### src/rtl/instr_mem_loader_if.sv
// Instruction-word stream into the loader: valid/ready handshake with a last-word flag.
// master = word source (boot ROM, testbench), slave = loader.
interface instr_mem_loader_if #(
  parameter int WORD_LEN = 16
);
  logic                word_valid;
  logic [WORD_LEN-1:0] word_data;
  logic                word_last;
  logic                word_ready;

  modport master (output word_valid, output word_data, output word_last, input word_ready);
  modport slave  (input word_valid, input word_data, input word_last, output word_ready);
endinterface

### src/rtl/instr_mem_loader.sv
// Streams instruction words into the nibble-wide instruction memory, one cell per cycle,
// most-significant cell at the lowest address so the fetch side reads words back unchanged.
module instr_mem_loader #(
  parameter int WORD_LEN       = 16,
  parameter int MEM_CELL_SIZE  = 4,
  parameter int INSTR_MEM_SIZE = 256,
  parameter int ADDR_W         = $clog2(INSTR_MEM_SIZE),
  parameter int CELLS          = WORD_LEN / MEM_CELL_SIZE
) (
  input  logic                     clk,
  input  logic                     rst,
  input  logic                     start,
  input  logic [ADDR_W-1:0]        base_addr,
  instr_mem_loader_if.slave        wr,
  output logic                     mem_we,
  output logic [ADDR_W-1:0]        mem_addr,
  output logic [MEM_CELL_SIZE-1:0] mem_wdata,
  output logic                     busy,
  output logic                     done,
  output logic                     err,
  output logic [ADDR_W-1:0]        words_written
);

  localparam int CIDX_W = (CELLS > 1) ? $clog2(CELLS) : 1;

  localparam logic [ADDR_W-1:0] ALIGN_MASK = ~ADDR_W'(CELLS - 1);
  localparam logic [ADDR_W:0]   PTR_STEP   = (ADDR_W + 1)'(CELLS);
  localparam logic [CIDX_W-1:0] CIDX_LAST  = CIDX_W'(CELLS - 1);
  localparam logic [CIDX_W-1:0] CIDX_ONE   = CIDX_W'(1);
  localparam logic [ADDR_W-1:0] WW_ONE     = ADDR_W'(1);

  typedef enum logic [2:0] {
    S_IDLE,
    S_ARMED,
    S_WRITE,
    S_DONE,
    S_ERR
  } state_t;

  state_t state, state_nxt;

  // The extra top pointer bit flags a walk past the last cell instead of wrapping to 0.
  logic [ADDR_W:0]      ptr;
  logic [ADDR_W:0]      ptr_adv;
  logic [CIDX_W-1:0]    cell_idx;
  logic [WORD_LEN-1:0]  word_sh;
  logic                 last_q;
  logic                 arm;
  logic                 accept;
  logic                 cell_last;

  assign arm       = start && (state == S_IDLE || state == S_DONE || state == S_ERR);
  assign accept    = (state == S_ARMED) && wr.word_valid;
  assign cell_last = (state == S_WRITE) && (cell_idx == CIDX_LAST);
  assign ptr_adv   = ptr + PTR_STEP;

  always_ff @(posedge clk) begin
    if (rst) begin
      state <= S_IDLE;
    end else begin
      state <= state_nxt;
    end
  end

  always_comb begin
    state_nxt = state;
    case (state)
      S_IDLE: begin
        if (start) state_nxt = S_ARMED;
      end
      S_ARMED: begin
        if (wr.word_valid) state_nxt = S_WRITE;
      end
      S_WRITE: begin
        if (cell_last) begin
          if (last_q)                state_nxt = S_DONE;
          else if (ptr_adv[ADDR_W])  state_nxt = S_ERR;
          else                       state_nxt = S_ARMED;
        end
      end
      S_DONE: begin
        state_nxt = start ? S_ARMED : S_IDLE;
      end
      S_ERR: begin
        if (start) state_nxt = S_ARMED;
      end
      default: state_nxt = S_IDLE;
    endcase
  end

  always_ff @(posedge clk) begin
    if (rst) begin
      ptr           <= '0;
      cell_idx      <= '0;
      words_written <= '0;
    end else if (arm) begin
      ptr           <= {1'b0, base_addr & ALIGN_MASK};
      cell_idx      <= '0;
      words_written <= '0;
    end else if (state == S_WRITE) begin
      if (cell_last) begin
        ptr           <= ptr_adv;
        cell_idx      <= '0;
        words_written <= words_written + WW_ONE;
      end else begin
        cell_idx <= cell_idx + CIDX_ONE;
      end
    end
  end

  // Captured word shifts up one cell per write so the next cell is always on top.
  always_ff @(posedge clk) begin
    if (accept) begin
      word_sh <= wr.word_data;
      last_q  <= wr.word_last;
    end else if (state == S_WRITE) begin
      word_sh <= word_sh << MEM_CELL_SIZE;
    end
  end

  always_comb begin
    wr.word_ready = 1'b0;
    mem_we        = 1'b0;
    busy          = 1'b0;
    done          = 1'b0;
    err           = 1'b0;
    mem_addr      = ptr[ADDR_W-1:0] | {{(ADDR_W - CIDX_W){1'b0}}, cell_idx};
    mem_wdata     = word_sh[WORD_LEN-1 -: MEM_CELL_SIZE];
    case (state)
      S_ARMED: begin
        wr.word_ready = 1'b1;
        busy          = 1'b1;
      end
      S_WRITE: begin
        mem_we = 1'b1;
        busy   = 1'b1;
      end
      S_DONE:  done = 1'b1;
      S_ERR:   err  = 1'b1;
      default: ;
    endcase
  end

endmodule

### src/flat_wrapper.sv
// flat-port wrapper written by rule: the top's interface ports become plain ports
module instr_mem_loader_flat 
#(
  parameter int WORD_LEN       = 16,
  parameter int MEM_CELL_SIZE  = 4,
  parameter int INSTR_MEM_SIZE = 256,
  parameter int ADDR_W         = $clog2(INSTR_MEM_SIZE),
  parameter int CELLS          = WORD_LEN / MEM_CELL_SIZE
)
  (clk, rst, start, base_addr, mem_we, mem_addr, mem_wdata, busy, done, err, words_written, wr_word_valid, wr_word_data, wr_word_last, wr_word_ready);
  instr_mem_loader_if #(.WORD_LEN(WORD_LEN)) wr_i ();
  input  logic clk;
  input  logic rst;
  input  logic start;
  input  logic [ADDR_W-1:0] base_addr;
  output logic mem_we;
  output logic [ADDR_W-1:0] mem_addr;
  output logic [MEM_CELL_SIZE-1:0] mem_wdata;
  output logic busy;
  output logic done;
  output logic err;
  output logic [ADDR_W-1:0] words_written;
  input wire logic [$bits(wr_i.word_valid)-1:0] wr_word_valid;
  input wire logic [$bits(wr_i.word_data)-1:0] wr_word_data;
  input wire logic [$bits(wr_i.word_last)-1:0] wr_word_last;
  output wire logic [$bits(wr_i.word_ready)-1:0] wr_word_ready;
  assign wr_i.word_valid = wr_word_valid;
  assign wr_i.word_data = wr_word_data;
  assign wr_i.word_last = wr_word_last;
  assign wr_word_ready = wr_i.word_ready;
  instr_mem_loader #(.WORD_LEN(WORD_LEN), .MEM_CELL_SIZE(MEM_CELL_SIZE), .INSTR_MEM_SIZE(INSTR_MEM_SIZE), .ADDR_W(ADDR_W), .CELLS(CELLS)) u_core (.clk(clk), .rst(rst), .start(start), .base_addr(base_addr), .wr(wr_i), .mem_we(mem_we), .mem_addr(mem_addr), .mem_wdata(mem_wdata), .busy(busy), .done(done), .err(err), .words_written(words_written));
endmodule
### config.mk
export PLATFORM = sky130hd
export DESIGN_NAME = instr_mem_loader_flat
export DESIGN_NICKNAME = d
export VERILOG_FILES = /design/src/rtl/instr_mem_loader_if.sv /design/src/rtl/instr_mem_loader.sv /design/src/flat_wrapper.sv
export SDC_FILE = /design/constraint.sdc
export NUM_CORES = 1
export LEC_CHECK = 0
export CAP_MARGIN = 10
export CORE_ASPECT_RATIO = 1.1
export CORE_UTILIZATION = 51
export CTS_CLUSTER_SIZE = 25
export DETAILED_ROUTE_END_ITERATION = 12
export MAX_ROUTING_LAYER = met4
export PLACE_DENSITY = 0.94
export SLEW_MARGIN = 10
export SYNTH_ARGS = -nofsm -noshare
export SYNTH_HDL_FRONTEND = slang
export SYNTH_SLANG_ARGS = --single-unit
### constraint.sdc
create_clock -name clk -period 4.2 [get_ports clk]
set_input_delay 0.84 -clock clk [delete_from_list [all_inputs] [get_ports clk]]
set_output_delay 0.84 -clock clk [all_outputs]
set_load 0.05 [all_outputs]
==> Flow_metrics.wiki <==
{| class="wikitable"
! Metric !! Value
|-
| Setup bufs post-CTS || 0
|-
| Total buffers and inverters traversed by the critical path || 2
|-
| Filler cell count || 273
|-
| TritonCTS clock tree || yes
|-
| Clock slew seen by the registers of the worst setup and hold paths || 0.11 ns
|-
| Number of instances in the synthesized netlist || 172
|-
| Net Count, Synth || 204
|-
| Clock tree root driver cell || clkbuf_4
|-
| Combinational cell fraction of total power || 0.340
|-
| Number of hold violations in the final report || 0
|-
| GRT Residual Overflow || 0
|-
| Final setup violating endpoints || 0
|-
| Type of the tightest min-delay check || reg2reg
|-
| Cell chain of the critical path || nand2_1, inv_1, clkdlybuf4s50_1
|-
| Area added between synthesis and finish || 25.55%
|-
| Finished Cell Area || 2355 um^2
|-
| Number of violations reported at the end of detailed-routing iteration 0 || 49
|-
| Clock buffer count from CTS || 5
|-
| Largest net degree at the start of global routing || 17
|-
| Overall power after layout || 997.7 uW
|-
| Pre-CTS setup slack || 1.359 ns
|-
| Post-Syn Area per Cell || 10.90 um^2
|-
| Relative slew slack || 0.5844
|-
| Synth Flop Type || dfxtp_1
|-
| Clock share of power || 0.177
|-
| Static Leak || 0.8362 nW
|-
| Routability cong. || 0.8438
|-
| Switching Power || 350.5 uW
|-
| Routed wirelength normalized by instance count || 13.43 um
|-
| Fraction of final layout cells with drive strength greater than 1 || 0.1455
|-
| Part of the cycle the worst path needs || 0.7189
|-
| Sequential share of power || 0.482
|-
| Horiz. Die Dim || 59.82 um
|-
| Endpoint class of the critical path || output pin
|-
| Switching portion of total power || 0.3513
|-
| Post-detailed-routing wire length || 3506 um
|-
| Number of flops mapped to enable cells by yosys || 17
|-
| CP max-delay cell || clkdlybuf4s50_1
|-
| Top cell family by delay on the critical path || buffers and inverters
|-
| Number of gates given a new drive strength after cts || 0
|-
| Clk sinks || 37
|-
| Standard cell core area || 3413 um^2
|-
| Number of flip-flops and latches in the synthesized netlist || 37
|-
| Worst Hold Slack || 0.4882 ns
|-
| Max stage delay on crit path || 0.82 ns
|-
| Global-route total usage across every layer || 0.1992
|-
| Area of the mapped netlist || 1876 um^2
|-
| Number of antenna violations at the first check in global routing || 0
|-
| Y dimension of the die || 65.60 um
|-
| Crit path arrival time || 2.18 ns
|-
| Worst setup slack for register-to-register paths || 2.02 ns
|-
| Endpoint of the worst-slack reg-to-reg timing path || u_core.word_sh[1]
|-
| Final min period || 3.019 ns
|-
| Detail-routed via count per cell || 5.310
|-
| Clk_lat worst skew || 0.34 ns
|-
| Max Clock Skew || 0.01032 ns
|-
| Biggest fanout along the worst timing path || 15
|-
| Area of placed instances || 2303 um^2
|-
| Boundary pin count || 54
|-
| Critical Path End || mem_we
|-
| Register area share after synthesis || 0.4857
|-
| Final Max Tran Viols || 0
|-
| Slew at the pin closest to its max-slew limit || 0.6219 ns
|-
| Startpoint Class || flip-flop
|-
| Final ANT Viol Nets || 0
|-
| Antenna Cells || 0
|-
| Worst reg2reg startpoint || u_core.state[0]
|-
| Final TNS setup || 0 ns
|-
| Depth of the worst register-to-register path || 4
|-
| Outcome || complete, no violations
|-
| Std cell rows || 22
|-
| Worst-case clock buffer depth || 2
|-
| Floorplan die area || 3924 um^2
|-
| Htree depth || 2
|-
| Max IR drop VDD || 245.4 uV
|-
| DR pass1 iterations || 4
|-
| Internal power || 647.2 uW
|-
| Reported max-cap violation count || 0
|-
| Warnings from Yosys || 0
|-
| Maximum frequency from static timing analysis || 331.2 MHz
|-
| Global-route wire length before repair || 5589 um
|-
| Type of the worst setup path || reg2out
|-
| Required time of the critical path || 3.36 ns
|-
| Number of buffer cells added on primary ports || 51
|-
| Number of nets in the finished design || 244
|-
| Hpwl dp || 2605 um
|-
| Unrepaired setup endpoints after global routing || false
|-
| CTS Hold Bufs || 0
|-
| Total DRC errors in the routed layout || 0
|-
| Number of vias after detailed routing || 1386
|-
| Pwr per Cell Area || 423.7 nW/um^2
|-
| Unique masters post-synth || 43
|-
| Async set-reset flop share out of synthesis || 0
|-
| Initial Utilization || 0.5495
|-
| Instance count on the critical path || 3
|-
| Post-route worst setup slack || 1.181 ns
|-
| Via count of the first global-routing pass || 1257
|-
| Critical path origin || u_core.state[1]
|}
[cell usage in the layout, fill, tap and decap left out, drive strengths merged, types with 9 or more instances in the layout]
cell / synthesis / layout
a21oi: 9 / 9
clkdlybuf4s50: 0 / 51
dfxtp: 20 / 20
edfxtp: 17 / 17
mux2: 13 / 13
nand2: 12 / 12
nor2: 17 / 17
[how the worst min path moves through the flow]
stage                             from                  to  cells past startpoint
detailed placement  u_core.cell_idx[1]  u_core.cell_idx[1]                      2
CTS                 u_core.cell_idx[1]  u_core.cell_idx[1]                      2
floorplan                u_core.last_q     u_core.state[2]                      1
finish              u_core.cell_idx[1]  u_core.cell_idx[1]                      2
global placement    u_core.cell_idx[1]  u_core.cell_idx[1]                      2
global route        u_core.cell_idx[1]  u_core.cell_idx[1]                      2
[cells in the mapped netlist, drive strengths merged (3+ instances only)]
cell | instances | share of area
a21oi | 9 | 0.024
ha | 3 | 0.020
nor3 | 3 | 0.0080
nand2 | 12 | 0.025
inv | 4 | 0.0080
nand2b | 4 | 0.017
nand3 | 5 | 0.013
edfxtp | 17 | 0.27
nand4 | 6 | 0.020
xor2 | 6 | 0.028
nor2 | 17 | 0.039
mux2 | 13 | 0.078
buf | 16 | 0.072
xnor2 | 5 | 0.023
dfxtp | 20 | 0.21
and3 | 6 | 0.020
[layout make-up]
cell class                      instances  area, um^2  share of cell area
Sequential cell                        37       910.9              0.3868
Multi-Input combinational cell        113       807.0              0.3427
Timing Repair Buffer                   51       510.5              0.2168
Tap cell                               48       60.06             0.02550
Clock buffer                            6       41.29             0.01753
Inverter                                4       15.01            0.006376
Clock inverter                          2       10.01            0.004251
[power by group through the flow]
stage          sequential [mW]  clock [mW]  combinational (mW)
6_report                 0.481       0.177               0.339
3_3_place_gp             0.486           0               0.334
2_1_floorplan            0.474           0               0.279
3_5_place_dp             0.489           0               0.342
4_1_cts                  0.481       0.181               0.342
5_1_grt                  0.488       0.193               0.364
[sequential cells by signal (all words and copies together) (netlist names)]
signal and count:
u_core.word_sh 16, u_core.words_written 8, u_core.ptr 7, u_core.state 3, u_core.cell_idx 2, u_core.last_q 1
[through the flow]
stage                       util  std cells
after floorplan                -        172
after global placement    0.6749        253
after detailed placement  0.6749        253
after CTS                 0.6899        261
after global routing      0.6899        261
final                     0.6899        261
[routing by layer]
layer  up-vias  part of all wire  global-route usage
met5         -                 0                   -
met4         0             0.012             0.07849
met3         5             0.063             0.04921
met2        52              0.51              0.3125
met1       642              0.42              0.2449
li1        687                 -                   -
[kinds of logic (layout without fill, tap and decap cells)]
family | after synthesis | in the layout | synth area share
AO/OA/AOI/OAI | 23 | 23 | 0.08806
XOR/XNOR | 11 | 11 | 0.05137
adder cells (fa/ha/maj) | 3 | 3 | 0.02002
buffers and inverters | 22 | 63 | 0.08406
flip-flops | 37 | 37 | 0.4857
multiplexers | 13 | 13 | 0.07805
AND/OR/NAND/NOR | 63 | 63 | 0.1928
[worst reg2reg max path, stage by stage, from the launching register on]
cell and delay, ns:
dfxtp_1 0.56, nand2b_4 0.11, nor2_4 0.18, nand2_1 0.36, nand2_1 0.62
Note: power is estimated with default switching activity, not from simulation.
